File: config.mk
export PLATFORM = sky130hd
export DESIGN_NAME = imem_boot_sequencer
export DESIGN_NICKNAME = d
export VERILOG_FILES = /design/src/rtl/imem_boot_sequencer_pkg.sv /design/src/rtl/imem_boot_sequencer_byte_packer.sv /design/src/rtl/imem_boot_sequencer.sv
export SDC_FILE = /design/constraint.sdc
export NUM_CORES = 1
export LEC_CHECK = 0
export CAP_MARGIN = 20
export CORE_ASPECT_RATIO = 1.4
export CORE_MARGIN = 5
export CORE_UTILIZATION = 30
export CTS_CLUSTER_DIAMETER = 150
export DETAILED_ROUTE_END_ITERATION = 7
export GPL_ROUTABILITY_DRIVEN = 0
export PLACE_DENSITY_LB_ADDON = 0.25
export SETUP_SLACK_MARGIN = 0.02
export SYNTH_ARGS = -nofsm -noshare
export SYNTH_HDL_FRONTEND = slang
export SYNTH_SLANG_ARGS = --single-unit
File: constraint.sdc
create_clock -name clk -period 4.4 [get_ports clk]
set_input_delay 0.88 -clock clk [delete_from_list [all_inputs] [get_ports clk]]
set_output_delay 0.88 -clock clk [all_outputs]
set_load 0.01 [all_outputs]
File: src/rtl/imem_boot_sequencer_pkg.sv
// Shared types and default geometry for the boot sequencer and the CPU top.
package boot_pkg;

    typedef enum logic [2:0] {
        IDLE  = 3'd0,
        RECV  = 3'd1,
        WRITE = 3'd2,
        FLUSH = 3'd3,
        RUN   = 3'd4
    } boot_state_t;

    localparam int BOOT_ADDR_W    = 12;
    localparam int BOOT_DEPTH     = 4096;
    localparam int BOOT_FLUSH_CYC = 3;

endpackage

File: src/rtl/imem_boot_sequencer_byte_packer.sv
// Packs a byte stream into a 32-bit little-endian word; lane 0 lands in [7:0].
module byte_packer (
    input  logic        clk,
    input  logic        rst,
    input  logic        clr,
    input  logic        load,
    input  logic [7:0]  byte_in,
    output logic [31:0] word,
    output logic [1:0]  lane
);

    logic [31:0] word_r;
    logic [1:0]  lane_r;

    // Lane pointer and word assembly; lanes not yet loaded stay zero after clr.
    always_ff @(posedge clk or posedge rst) begin
        if (rst) begin
            word_r <= 32'd0;
            lane_r <= 2'd0;
        end else if (clr) begin
            word_r <= 32'd0;
            lane_r <= 2'd0;
        end else if (load) begin
            word_r[{lane_r, 3'b000} +: 8] <= byte_in;
            lane_r                        <= lane_r + 2'd1;
        end
    end

    assign word = word_r;
    assign lane = lane_r;

endmodule

File: src/rtl/imem_boot_sequencer.sv
// Boot/reload controller: holds the core in reset, streams a program into
// instruction memory word by word, flushes the pipeline, then releases the core.
module imem_boot_sequencer
    import boot_pkg::*;
#(
    parameter int ADDR_W    = BOOT_ADDR_W,
    parameter int DEPTH     = BOOT_DEPTH,
    parameter int FLUSH_CYC = BOOT_FLUSH_CYC
) (
    input  logic              clk,
    input  logic              rst,
    input  logic              start,
    input  logic [ADDR_W:0]   load_len,
    input  logic [7:0]        byte_in,
    input  logic              byte_valid,
    output logic              byte_ready,
    output logic              imem_we,
    output logic [ADDR_W-1:0] imem_addr,
    output logic [31:0]       imem_wdata,
    output logic              cpu_rst,
    output logic              busy,
    output logic              done
);

    localparam int                FC_W    = $clog2(FLUSH_CYC + 1);
    localparam logic [ADDR_W:0]   DEPTH_L = (ADDR_W + 1)'(DEPTH);
    localparam logic [ADDR_W:0]   LEN_ONE = (ADDR_W + 1)'(1);
    localparam logic [ADDR_W-1:0] WC_ONE  = ADDR_W'(1);
    localparam logic [FC_W-1:0]   FLUSH_L = FC_W'(FLUSH_CYC);
    localparam logic [FC_W-1:0]   FC_ONE  = FC_W'(1);

    boot_state_t       state_r;
    logic [ADDR_W:0]   len_r;
    logic [ADDR_W-1:0] wc_r;
    logic [FC_W-1:0]   fc_r;
    logic              byte_ready_r, imem_we_r, cpu_rst_r, busy_r, done_r;
    logic [ADDR_W-1:0] imem_addr_r;
    logic [31:0]       imem_wdata_r;

    logic              accept_s, start_ok_s, clr_s, last_word_s;
    logic [ADDR_W:0]   start_len_s;
    logic [31:0]       word_s;
    logic [1:0]        lane_s;

    byte_packer u_packer (
        .clk     (clk),
        .rst     (rst),
        .clr     (clr_s),
        .load    (accept_s),
        .byte_in (byte_in),
        .word    (word_s),
        .lane    (lane_s)
    );

    // Handshake, start qualification and length clamping.
    always_comb begin
        accept_s    = (state_r == RECV) && byte_valid && byte_ready_r;
        start_ok_s  = start && ((state_r == IDLE) || (state_r == RUN));
        clr_s       = start_ok_s || (state_r == WRITE);
        last_word_s = ({1'b0, wc_r} == (len_r - LEN_ONE));
        if (load_len > DEPTH_L) begin
            start_len_s = DEPTH_L;
        end else begin
            start_len_s = load_len;
        end
    end

    // Sequencer FSM with word counter, flush counter and registered outputs.
    always_ff @(posedge clk or posedge rst) begin
        if (rst) begin
            state_r      <= IDLE;
            len_r        <= '0;
            wc_r         <= '0;
            fc_r         <= '0;
            byte_ready_r <= 1'b0;
            imem_we_r    <= 1'b0;
            imem_addr_r  <= '0;
            imem_wdata_r <= 32'd0;
            cpu_rst_r    <= 1'b1;
            busy_r       <= 1'b0;
            done_r       <= 1'b0;
        end else begin
            imem_we_r <= 1'b0;
            case (state_r)
                IDLE, RUN: begin
                    if (start_ok_s) begin
                        len_r     <= start_len_s;
                        wc_r      <= '0;
                        cpu_rst_r <= 1'b1;
                        done_r    <= 1'b0;
                        busy_r    <= 1'b1;
                        if (start_len_s == '0) begin
                            state_r <= FLUSH;
                            fc_r    <= FLUSH_L;
                        end else begin
                            state_r      <= RECV;
                            byte_ready_r <= 1'b1;
                        end
                    end
                end
                RECV: begin
                    // Lane 3 of the packer is still clear, so the arriving byte is OR-ed in.
                    if (accept_s && (lane_s == 2'd3)) begin
                        state_r      <= WRITE;
                        byte_ready_r <= 1'b0;
                        imem_we_r    <= 1'b1;
                        imem_addr_r  <= wc_r;
                        imem_wdata_r <= {word_s[31:24] | byte_in, word_s[23:0]};
                    end
                end
                WRITE: begin
                    wc_r <= wc_r + WC_ONE;
                    if (last_word_s) begin
                        state_r <= FLUSH;
                        fc_r    <= FLUSH_L;
                    end else begin
                        state_r      <= RECV;
                        byte_ready_r <= 1'b1;
                    end
                end
                FLUSH: begin
                    if (fc_r == FC_ONE) begin
                        state_r   <= RUN;
                        cpu_rst_r <= 1'b0;
                        done_r    <= 1'b1;
                        busy_r    <= 1'b0;
                    end else begin
                        fc_r <= fc_r - FC_ONE;
                    end
                end
                default: begin
                    state_r      <= IDLE;
                    byte_ready_r <= 1'b0;
                    cpu_rst_r    <= 1'b1;
                    busy_r       <= 1'b0;
                    done_r       <= 1'b0;
                end
            endcase
        end
    end

    assign byte_ready = byte_ready_r;
    assign imem_we    = imem_we_r;
    assign imem_addr  = imem_addr_r;
    assign imem_wdata = imem_wdata_r;
    assign cpu_rst    = cpu_rst_r;
    assign busy       = busy_r;
    assign done       = done_r;

endmodule

# Word level (Yosys, flattened, before mapping)
# Index checks and enable logic that the tools add are counted.
# word_totals
regBits	113
in_bits	25
output_inout_bits	49
word_cells	92
# classes
n_addsub	5
magnitude_cmp	1
eq_ne	15
shifts	2
n_mux	33
n_bitwise	3
reduce_logical	20
# op_table
op	count
32-bit two-way mux	2
32-bit bitwise mux	1
8-bit by 7-bit variable shift with 32-bit output, first input constant	1
8-bit by 7-bit variable part select with 32-bit output	1
12-bit one-hot mux with 2 select lines	1
2-bit two-way mux	8
2-bit != test, second input constant	7
12-bit by 13-bit equality test with 1-bit output	1
13-bit > comparator, second input constant	1
13-bit zero test	1
13-bit two-way mux	1
13-bit by 1-bit subtractor with 13-bit output, second input constant	1
12-bit by 1-bit adder with 12-bit output, second input constant	1
12-bit two-way mux	1
3-bit one-hot mux with 4 select lines	1
1-bit two-way mux	10
5-bit AND reduction	2
3-bit two-way mux	3
1-bit one-hot mux with 3 select lines	3
8-bit bitwise OR	1
5-bit negation with 7-bit output	1
3-bit by 2-bit equality test with 1-bit output, second input constant	2
2-bit one-hot mux with 3 select lines	1
2-bit AND reduction	3
other kinds (16)	24

# Depth between registers and ports, before layout
# Gate-level depths: netlist of the first run.
# depth
word_depth	6
ltp_mapped	9
ltp_nobuf	8

# Hierarchy
# Synthesis of the first run repeated with hierarchy kept, for this count alone.
# hier_totals
cells_unflattened	479
area_unflattened_um2	5337.6
# modules_own_cells
mod	n_inst	cells_each	area_per_inst_um2	seq_area_each_um2
imem_boot_sequencer	1	357	3774.9	1978.1
byte_packer	1	122	1562.7	850.8

# Worst setup path before layout of the first run
# Ideal clock, no wire load.
# synth_path
path_kind	input-to-reg
startpoint	input port load_len[0]
endpoint	register byte_ready_r (netlist: byte_ready)
setup_ns	0.124
arrival_ns	2.096
required_time_ns	4.276
slack_ns	2.180
cell_stages	6
path_buffers	0
cell_sequence	nor4_1 > nand4b_1 > a211oi_1 > a21oi_2 > mux2_1 > o31a_1
# synth_via
elab_chain_len	5
# synth_lines
element	line_no	source
start: declaration	imem_boot_sequencer.sv:13	input logic [ADDR_W:0] load_len,
13-bit > comparator	imem_boot_sequencer.sv:61	if (load_len > DEPTH_L) begin
13-bit two-way mux *	imem_boot_sequencer.sv:61	
13-bit zero test *	imem_boot_sequencer.sv:92	if (start_len_s == '0) begin
2-bit != test (no source line) *	-	
5-bit AND reduction (no source line) *	-	
end signal: assignment	imem_boot_sequencer.sv:75	byte_ready_r <= 1'b0;
end signal: assignment	imem_boot_sequencer.sv:97	byte_ready_r <= 1'b1;
end signal: assignment	imem_boot_sequencer.sv:105	byte_ready_r <= 1'b0;
end: declaration	imem_boot_sequencer.sv:36	logic byte_ready_r, imem_we_r, cpu_rst_r, busy_r, done_r;
# Every way passes the cells marked *; elsewhere a longest branch is shown, timed or not.
# A chain may end at the register's enable or synchronous reset.

# Worst setup path after layout of the first run
# layout_path
startpoint	input port byte_valid
endpoint	register byte_ready_r (netlist: byte_ready)
# layout_via
elab_chain_len	5
# layout_lines
element	line_no	source
start: declaration	imem_boot_sequencer.sv:15	input logic byte_valid,
1-bit logical AND (2 in a row)	imem_boot_sequencer.sv:57	accept_s = (state_r == RECV) && byte_valid && byte_ready_r;
1-bit logical AND	imem_boot_sequencer.sv:103	if (accept_s && (lane_s == 2'd3)) begin
2-bit by 1-bit != test with 1-bit output (no source line)	-	
5-bit AND reduction (no source line)	-	
end signal: assignment	imem_boot_sequencer.sv:75	
end signal: assignment	imem_boot_sequencer.sv:105	
end signal: assignment	imem_boot_sequencer.sv:118	byte_ready_r <= 1'b1;
# No other way between the ends.

==> results of run 1 <==
-- final cells by class --
class / count / area [um^2] / area share (%)
Sequential cell: 113 / 2830 / 42.8
Clock buffer: 19 / 453 / 6.86
Multi-Input combinational cell: 292 / 2110 / 32.0
Timing Repair Buffer: 76 / 766 / 11.6
Tap cell: 203 / 254 / 3.84
Inverter: 14 / 55.1 / 0.833
Clock inverter: 13 / 136 / 2.06
-- worst max-delay path, cell delays in order --
cell	delay (ps)
clkdlybuf4s50_1	490
and4_1	490
nand2_4	450
a21oi_2	270
mux2_1	330
o31a_1	100
-- per-layer routing --
metal  up-vias  wire [um]  global-route usage, %
met1      1838       5020                   14.6
met2        97       6330                   22.8
li1       1772          -                      -
met3        14        556                   3.80
met5         -          0                      0
met4         0        170                   4.95
-- kinds of logic (layout without fill, tap and decap cells) --
family                     after synthesis  in the layout  share of synthesized area (%)
buffers and inverters                   36            122                           3.38
muxes                                   43             43                           9.30
AOI/OAI and AO/OA                      103            103                           14.5
xor gates and xnor gates                14             14                           2.40
DFF                                    113            113                           55.3
adders and majority gates                8              8                           1.96
and+or+nand+nor                        124            124                           13.2
-- per-stage QoR --
stage	cell area [um^2]	worst slack, ps	utilization, %
3_3_place_gp	6020	1220	35.9
4_1_cts	6610	1600	39.5
6_report	6610	1660	39.5
5_1_grt	6610	1440	39.5
3_5_place_dp	6020	1180	35.9
2_1_floorplan	5110	534	-
-- synthesized netlist by cell type, drive strengths merged, types with 3 or more instances --
library cell	n	area, um^2
mux2	36	405
o31ai	4	30.0
ha	8	100
nor2b	5	41.3
inv	14	52.6
nor4	6	52.6
and4	3	26.3
buf	11	77.6
a21oi	14	81.3
nand4	7	43.8
clkbuf	11	42.5
xor2	4	35.0
nor2	23	88.8
dfrtp	112	2800
o21ai	27	135
a31oi	4	25.0
mux2i	7	70.1
nand3	20	100
and3	4	25.0
nor3	8	45.0
xnor2	10	87.6
a22o	40	350
nand2	34	143
-- state kept, by name, summed over array words and instances, names as in the netlist --
signal / flops
done: 1
imem_wdata: 32
state_r: 3
u_packer.lane: 2
fc_r: 2
wc_r: 12
u_packer.word: 32
cpu_rst: 1
byte_ready: 1
len_r: 13
busy: 1
imem_we: 1
imem_addr: 12
-- cells in the final DEF (no fill, tap or decap), types with 2 or more instances in the layout --
cell	count
o22ai_1	2
nand2_1	32
and3_1	4
nand4_1	7
a21oi_2	3
dfrtp_1	112
clkbuf_16	17
or3_1	2
clkdlybuf4s50_1	73
nand2_4	2
o21ai_0	26
a31oi_1	4
mux2_1	28
a22o_1	40
nor4bb_1	2
nor3_1	7
clkinv_4	2
nor4_1	5
nor2b_1	3
clkinv_2	4
nand3_1	20
a211o_1	2
or3b_1	2
buf_4	2
o31ai_1	4
xor2_1	4
ha_1	8
o211ai_1	2
mux2_2	8
clkinvlp_4	4
mux2i_1	7
a21oi_1	11
nor2_1	22
xnor2_1	10
bufinv_16	2
clkbuf_8	2
nand2b_1	2
inv_1	12
and4_1	3
-- report_power, final --
group	internal [W]	total, W	switching, W	leakage [nW]
clock network	0.000861	0.00135	0.000485	0.281
registers	0.00125	0.00148	0.000230	1.54
logic	0.000536	0.00108	0.000540	1.19
-- how the worst max path moves through the flow --
stage	end	start	cells past startpoint	slack [ps]
floorplan	busy	rst	1	530
global placement	byte_ready	byte_valid	6	1220
detailed placement	byte_ready	byte_valid	6	1180
CTS	byte_ready	byte_valid	6	1600
global route	byte_ready	state_r[0]	6	1440
finish	byte_ready	byte_valid	6	1660
==> metrics.log, run 1 <==
INFO  metric grt_pass1_wl = 20200 um
INFO  metric die_height = 164 um
INFO  metric critPathLaunchType = input port
INFO  metric worst_ep_arrival_time = 3020 ps
INFO  metric netlist-cell-type-count = 59
INFO  metric drc_errors = 0
INFO  metric num-nets-final = 547
INFO  metric root_buffer_cell = clkbuf_16
INFO  metric antenna_found_initial = 0
INFO  metric synth_fp_nets = 474
INFO  metric post_cts.repair.setup_buffers = 0
INFO  metric avgRoutedWirePerCell = 16.5 um
INFO  metric final.setup.tns = 0 ps
INFO  metric period_needed = 2740 ps
INFO  metric grt_start_max_net_pins = 58
INFO  metric clockBufferDepth = 2
INFO  metric min_path_type = register to register
INFO  metric finalClockSkew = 8.09 ps
INFO  metric initial_utilization = 30.5%
INFO  metric syn_area = 0.00511 mm^2
INFO  metric ioPinCount = 74
INFO  metric drv_slew = 0
INFO  metric clock-sinks = 113
INFO  metric first_global_vias = 3922
INFO  metric buffer_ports.inserted = 73
INFO  metric detail_route.first_pass.iterations = 4
INFO  metric numCtsBuffers = 17
INFO  metric tritoncts = done
INFO  metric min_to = imem_wdata[24]
INFO  metric drtIter0Drc = 246
INFO  metric clock_insertion_delay_worst_skew = 400 ps
INFO  metric cts.reportedPaths.clkPinSlew = 50 ps
INFO  metric instances_no_fill = 730
INFO  metric timing_worst_slew_pin_value = 907 ps
INFO  metric layout-drive-gt1-share = 11.2%
INFO  metric worstPathRequired = 4680 ps
INFO  metric status = finished, final reports clean
INFO  metric synth_top_flop_cell = dfrtp_1
INFO  metric p_leak = 3.02 nW
INFO  metric rsz0062_at_grt = no
INFO  metric ff_latch_count_synth = 113
INFO  metric core_region_area = 0.0167 mm^2
INFO  metric chipWidth = 120 um
INFO  metric regToRegSetupSlack = 1710 ps
INFO  metric cts_max_level = 4
INFO  metric numPlacedInstances = 698
INFO  metric fmaxAchievable = 365 MHz
INFO  metric worst-path-max-fanout = 53
INFO  metric report.power.total = 0.00390 W
INFO  metric synth_edf_count = 0
INFO  metric synth.yosys.warnings = 0
INFO  metric final-hold-violation-count = 0
INFO  metric fillerInstances = 1618
INFO  metric postSynth.asyncResetShare = 100%
INFO  metric cts_repair_resize_count = 0
INFO  metric hold_depth = 2
INFO  metric hold_path_startpoint = imem_wdata[24]
INFO  metric reg2regPathDepth = 6
INFO  metric routed-via-count = 3721
INFO  metric drt_wl_total = 12100 um
INFO  metric detailed_place_hpwl = 8670 um
INFO  metric antenna_cells_inserted = 0
INFO  metric synth_to_layout_area_growth = 29.2%
INFO  metric power_density = 591 mW/mm^2
INFO  metric vdd_ir_drop_max = 0.269 mV
INFO  metric cts_hold_bufs = 0
INFO  metric synth_area_per_cell = 11.6 um^2
INFO  metric max-slew-margin-rel = 39.5%
INFO  metric global_route_usage_over_all_layers = 12.9%
INFO  metric cap_viol_max_count = 0
INFO  metric worstSetupEndpointType = register
INFO  metric post-route-period-util = 62.3%
INFO  metric worst_hold_slack = 479 ps
INFO  metric ys_seq_area_share = 55.3%
INFO  metric regToRegStartpoint = state_r[0]
INFO  metric placement_rows = 56
INFO  metric drtAntennaViolNets = 0
INFO  metric critPathKind = input port to register
INFO  metric die-area = 0.0198 mm^2
INFO  metric overflow = 0
INFO  metric worstReg2RegEnd = byte_ready
INFO  metric synthesis.instances = 441
INFO  metric final-setup-viol-count = 0
INFO  metric avgViaCountPerCell = 5.10
Note: power is estimated with default switching activity, not from simulation.
==> inputs of run 2 (changes only) <==
Clock period 4.4 ns to 2.7 ns, I/O delays scaled along.
==> run 2 against run 1 <==
  * Utilization rose by 0.29 points
  * Count of clock-buffer cells in the layout fell by 2
  * First-iteration DRC count rose by 28%
  * Sequential share of layout area fell by 0.31 points
  * Clock skew fell by 2.2 ps
==> metrics.log, run 2 (synthesis results as in run 1) <==
INFO  metric status = finished, final reports clean
INFO  metric drc_errors = 0
INFO  metric ioPinCount = 74
INFO  metric timing_worst_slew_pin_value = 668 ps
INFO  metric initial_utilization = 30.5%
INFO  metric critPathKind = register to register
INFO  metric avgViaCountPerCell = 5.10
INFO  metric fmaxAchievable = 444 MHz
INFO  metric num-nets-final = 552
INFO  metric highest_count_cells_in_the_layout_ignoring_fill_and_taps = dfrtp_1 (112), clkdlybuf4s50_1 (73), a22o_1 (40), nand2_1 (32), mux2_1 (28)
INFO  metric placement_rows = 56
INFO  metric die-area = 0.0198 mm^2
INFO  metric global_route_usage_over_all_layers = 13.4%
INFO  metric vdd_ir_drop_max = 0.418 mV
INFO  metric synth_to_layout_area_growth = 30.1%
INFO  metric drtAntennaViolNets = 0
INFO  metric finalClockSkew = 5.84 ps
INFO  metric clock-sinks = 113
INFO  metric grt_pass1_wl = 20700 um
INFO  metric antenna_found_initial = 0
INFO  metric worst_hold_slack = 479 ps
INFO  metric tritoncts = done
INFO  metric final.setup.tns = 0 ps
INFO  metric p_leak = 3.05 nW
INFO  metric clockBufferDepth = 2
INFO  metric layout-drive-gt1-share = 12.0%
INFO  metric detailed_place_hpwl = 8760 um
INFO  metric period_needed = 2250 ps
INFO  metric max-slew-margin-rel = 55.4%
INFO  metric final-setup-viol-count = 0
INFO  metric cts_max_level = 4
INFO  metric final-hold-violation-count = 0
INFO  metric cts_repair_resize_count = 0
INFO  metric grt_start_max_net_pins = 114
INFO  metric min_path_type = register to register
INFO  metric worstPathRequired = 3000 ps
INFO  metric multiInputGateArea = 0.00211 mm^2
INFO  metric root_buffer_cell = clkbuf_16
INFO  metric buffer_ports.inserted = 73
INFO  metric first_global_vias = 3975
INFO  metric worstSetupEndpointType = register
INFO  metric cts.reportedPaths.clkPinSlew = 60 ps
INFO  metric worst_ep_arrival_time = 2560 ps
INFO  metric numCtsBuffers = 17
INFO  metric layout_commonest_cell = dfrtp_1
INFO  metric routed-via-count = 3748
INFO  metric clock_insertion_delay_worst_skew = 420 ps
INFO  metric antenna_cells_inserted = 0
INFO  metric instances_no_fill = 735
INFO  metric power_density = 958 mW/mm^2
INFO  metric chipWidth = 120 um
INFO  metric critPathLaunchType = register
INFO  metric final-seq-area = 0.00283 mm^2
INFO  metric worst-path-max-fanout = 5
INFO  metric numPlacedInstances = 703
INFO  metric post_cts.repair.setup_buffers = 0
INFO  metric drv_slew = 0
INFO  metric drt_wl_total = 12300 um
INFO  metric core_region_area = 0.0167 mm^2
INFO  metric post-route-period-util = 83.5%
INFO  metric overflow = 0
INFO  metric rsz0062_at_grt = no
INFO  metric avgRoutedWirePerCell = 16.7 um
INFO  metric fillerInstances = 1608
INFO  metric cap_viol_max_count = 0
INFO  metric die_height = 164 um
INFO  metric cts_hold_bufs = 0
INFO  metric detail_route.first_pass.iterations = 4
INFO  metric drtIter0Drc = 315
==> run 2: cell type report <==
| class | count | area share [%] |
|---|---|---|
| Clock buffer | 17 | 6.39 |
| Tap cell | 203 | 3.82 |
| Clock inverter | 15 | 2.43 |
| Inverter | 14 | 0.846 |
| Timing Repair Buffer | 81 | 12.3 |
| Sequential cell | 113 | 42.5 |
| Multi-Input combinational cell | 292 | 31.8 |
==> run 2: stage by stage <==
stage | power, W | util [%] | worst slack, ps | area [um^2]
after detailed placement | 0.00422 | 36.2 | 63.5 | 6070
after CTS | 0.00646 | 39.7 | 411 | 6660
after global routing | 0.00679 | 39.7 | 277 | 6660
after global placement | 0.00416 | 36.2 | 74.6 | 6070
after floorplan | 0.00357 | - | 707 | 5120
final | 0.00638 | 39.7 | 445 | 6660
==> run 2: where the power goes <==
part / internal, W / switching [W] / leakage [nW]
sequential: 0.00204 / 0.000360 / 1.54
combinational: 0.000882 / 0.000898 / 1.22
clock: 0.00136 / 0.000836 / 0.288
==> run 2: path summary, 6_finish.rpt <==
path | start | endpoint | slack [ps] | cells after the start
min in group asynchronous | rst | imem_wdata[20] | 650 | 3
min | imem_wdata[28] | imem_wdata[28] | 480 | 2
max reg2reg | len_r[0] | byte_ready | 450 | 8
max | len_r[0] | byte_ready | 450 | 8
max in group asynchronous | rst | imem_addr[8] | 1600 | 3
min reg2reg | imem_wdata[28] | imem_wdata[28] | 480 | 2
==> run 2: routing by layer <==
metal  wire length [um]  vias up  global-route usage (%)  part of all wire, %
met5                  0        -                       0                    0
met4                246        0                    5.88                  2.0
met3                728       25                    4.80                  5.9
met2               6340      109                    23.1                   52
met1               4980     1839                    15.0                   41
li1                   -     1775                       -                    -
==> run 2: worst max-delay path, cell delays in order (launching register included) <==
cell and delay, ps:
dfrtp_1 430, inv_1 70, ha_1 230, nor2b_2 190
or3_1 350, a31oi_1 190, and4_1 230, o2111ai_2 170
o31a_1 280
==> inputs of run 3 (changes only) <==
Clock period 2.7 ns to 2 ns, I/O delays scaled along.
==> run 3 against run 2 <==
  * The run now ends with negative setup slack left
  * Sequential power grew 32%
  * Highest routed layer unchanged
  * Sequential cell count is the same
  * Cell area up 7.8%
  * Global-route usage grew 0.21 points
  * Fmax up 10%
  * Utilization is 3.1 points higher
  * Die area stayed put
  * Critical path depth decreased by 1
  * Via count up 3.2%
  * Non-clock buffer count increased by 40
  * Largest cell class unchanged
==> metrics.log, run 3 (synthesis results as in run 1) <==
INFO  metric finalClockSkew = 4.77 ps
INFO  metric initial_utilization = 30.5%
INFO  metric clock-sinks = 113
INFO  metric tritoncts = done
INFO  metric finish.utilization = 42.8%
INFO  metric chipWidth = 120 um
INFO  metric critical-path-slowest-cell = dfrtp_1
INFO  metric overflow = 0
INFO  metric cts_max_level = 4
INFO  metric critPathKind = register to register
INFO  metric die_height = 164 um
INFO  metric buffer_ports.inserted = 73
INFO  metric max-slew-margin-rel = 70.9%
INFO  metric clockBufferDepth = 2
INFO  metric cap_viol_max_count = 0
INFO  metric timing_worst_slew_pin_value = 436 ps
INFO  metric ioPinCount = 74
INFO  metric worst_ep_arrival_time = 2340 ps
INFO  metric num-nets-final = 592
INFO  metric drc_errors = 0
INFO  metric worst_hold_slack = 439 ps
INFO  metric cts.reportedPaths.clkPinSlew = 60 ps
INFO  metric worstSetupEndpointType = register
INFO  metric grt_pass1_wl = 21200 um
INFO  metric p_leak = 3.31 nW
INFO  metric fmaxAchievable = 489 MHz
INFO  metric worst-path-max-fanout = 4
INFO  metric root_buffer_cell = clkbuf_16
INFO  metric critPathLaunchType = register
INFO  metric drv_slew = 0
INFO  metric placement_rows = 56
INFO  metric numPlacedInstances = 741
INFO  metric avgRoutedWirePerCell = 16.3 um
INFO  metric status = finished with violations
INFO  metric layout_commonest_cell = dfrtp_1
INFO  metric detail_route.first_pass.iterations = 4
INFO  metric vdd_ir_drop_max = 0.605 mV
INFO  metric antenna_found_initial = 0
INFO  metric reg2regPathDepth = 7
INFO  metric detailed_place_hpwl = 9230 um
INFO  metric fin_ws = -45.8 ps
INFO  metric rsz0062_at_grt = yes
INFO  metric instances_no_fill = 775
INFO  metric final.setup.tns = -45.8 ps
INFO  metric synth_to_layout_area_growth = 40.2%
INFO  metric first_global_vias = 4191
INFO  metric period_needed = 2050 ps
INFO  metric power_density = 1350 mW/mm^2
INFO  metric post-route-period-util = 102%
INFO  metric path_depth = 7
INFO  metric timing.critical_path.buf_inv = 1
INFO  metric numCtsBuffers = 17
INFO  metric drtAntennaViolNets = 0
INFO  metric avgViaCountPerCell = 4.99
INFO  metric clock_insertion_delay_worst_skew = 410 ps
INFO  metric grt_start_max_net_pins = 65
INFO  metric fillerInstances = 1568
INFO  metric routed-via-count = 3867
INFO  metric core_region_area = 0.0167 mm^2
INFO  metric antenna_cells_inserted = 0
INFO  metric worstPathRequired = 2290 ps
INFO  metric worstPathCellList = buf_4, or3_1, xnor2_1, nor3_2, and4_1, o2111ai_4, o31a_1
INFO  metric min_path_type = input port to async pin
INFO  metric final-hold-violation-count = 0
INFO  metric violated_checks = negative setup slack
INFO  metric drtIter0Drc = 194
INFO  metric drt_wl_total = 12700 um
INFO  metric die-area = 0.0198 mm^2
INFO  metric global_route_usage_over_all_layers = 13.7%
INFO  metric highest_count_cells_in_the_layout_ignoring_fill_and_taps = dfrtp_1 (112), clkdlybuf4s50_1 (73), buf_4 (42), a22o_1 (40), nand2_1 (32)
INFO  metric layout-drive-gt1-share = 21.7%
INFO  metric dp_slack = -416 ps
INFO  metric cts_hold_bufs = 0
INFO  metric critPathTopFamily = simple AND/OR/NAND/NOR gates
INFO  metric critical_path.max_stage_delay = 390 ps
INFO  metric final-setup-viol-count = 1
[run 3: cell count changes in the layout (fill, tap and decap cells not counted), sizes merged]
cell,before,now
buf,8,48
bufinv,2,5
clkbuf,17,19
clkinv,10,4
clkinvlp,2,4
inv,15,14
[run 3: worst register-to-register path: cells and delay by family (launching register included)]
family | cells | cell delay (ps)
AOI/OAI and AO/OA | 2 | 410
buffers and inverters | 1 | 140
and+or+nand+nor | 3 | 840
xor gates and xnor gates | 1 | 150
DFF | 1 | 390
[run 3: where the power goes]
part	switching [W]	internal, W
clock network	0.00107	0.00224
logic	0.00153	0.00163
registers	0.000416	0.00275
total	0.00302	0.00663
[run 3: per-stage QoR]
| step | area, um^2 | total power, W |
|---|---|---|
| 6_report | 7170 | 0.00965 |
| 5_1_grt | 7170 | 0.0102 |
| 4_1_cts | 7110 | 0.00959 |
| 3_5_place_dp | 6380 | 0.00603 |
| 3_3_place_gp | 6380 | 0.00595 |
| 2_1_floorplan | 5120 | 0.00482 |
[run 3: final timing paths]
check	start	endpoint	slack (ps)
min in group clk	u_packer.word[15]	u_packer.word[15]	470
setup reg to reg	len_r[0]	byte_ready	-50
hold / removal	rst	imem_addr[2]	440
setup / recovery	len_r[0]	byte_ready	-50
hold reg to reg	u_packer.word[15]	u_packer.word[15]	470
max in group asynchronous	rst	imem_wdata[5]	1260
[run 3: repair_timing]
item	in CTS	in global routing
buffers inserted	3	0
endpoints found under the hold margin	0	0
setup endpoints to repair	29	32
resized for setup	10	16
pin swaps	4	4
gates cloned	0	0
[run 3: cell type report]
type / instances / area [um^2] / area share (%)
clock buffer: 19 / 443 / 6.18
multi-input combinational: 292 / 2230 / 31.1
tap: 203 / 254 / 3.54
sequential: 113 / 2830 / 39.4
timing repair buffer: 121 / 1150 / 16.0
inverter: 14 / 56.3 / 0.785
clock inverter: 13 / 209 / 2.91
[run 3: layer usage]
| metal | share of wire, % | vias up | GRT usage (%) | routed length, um |
|---|---|---|---|---|
| met5 | 0 | - | 0 | 0 |
| met4 | 3.2 | 0 | 7.42 | 410 |
| met3 | 4.0 | 25 | 3.29 | 511 |
| met2 | 53 | 98 | 24.8 | 6660 |
| met1 | 40 | 1885 | 14.6 | 5070 |
| li1 | - | 1859 | - | - |
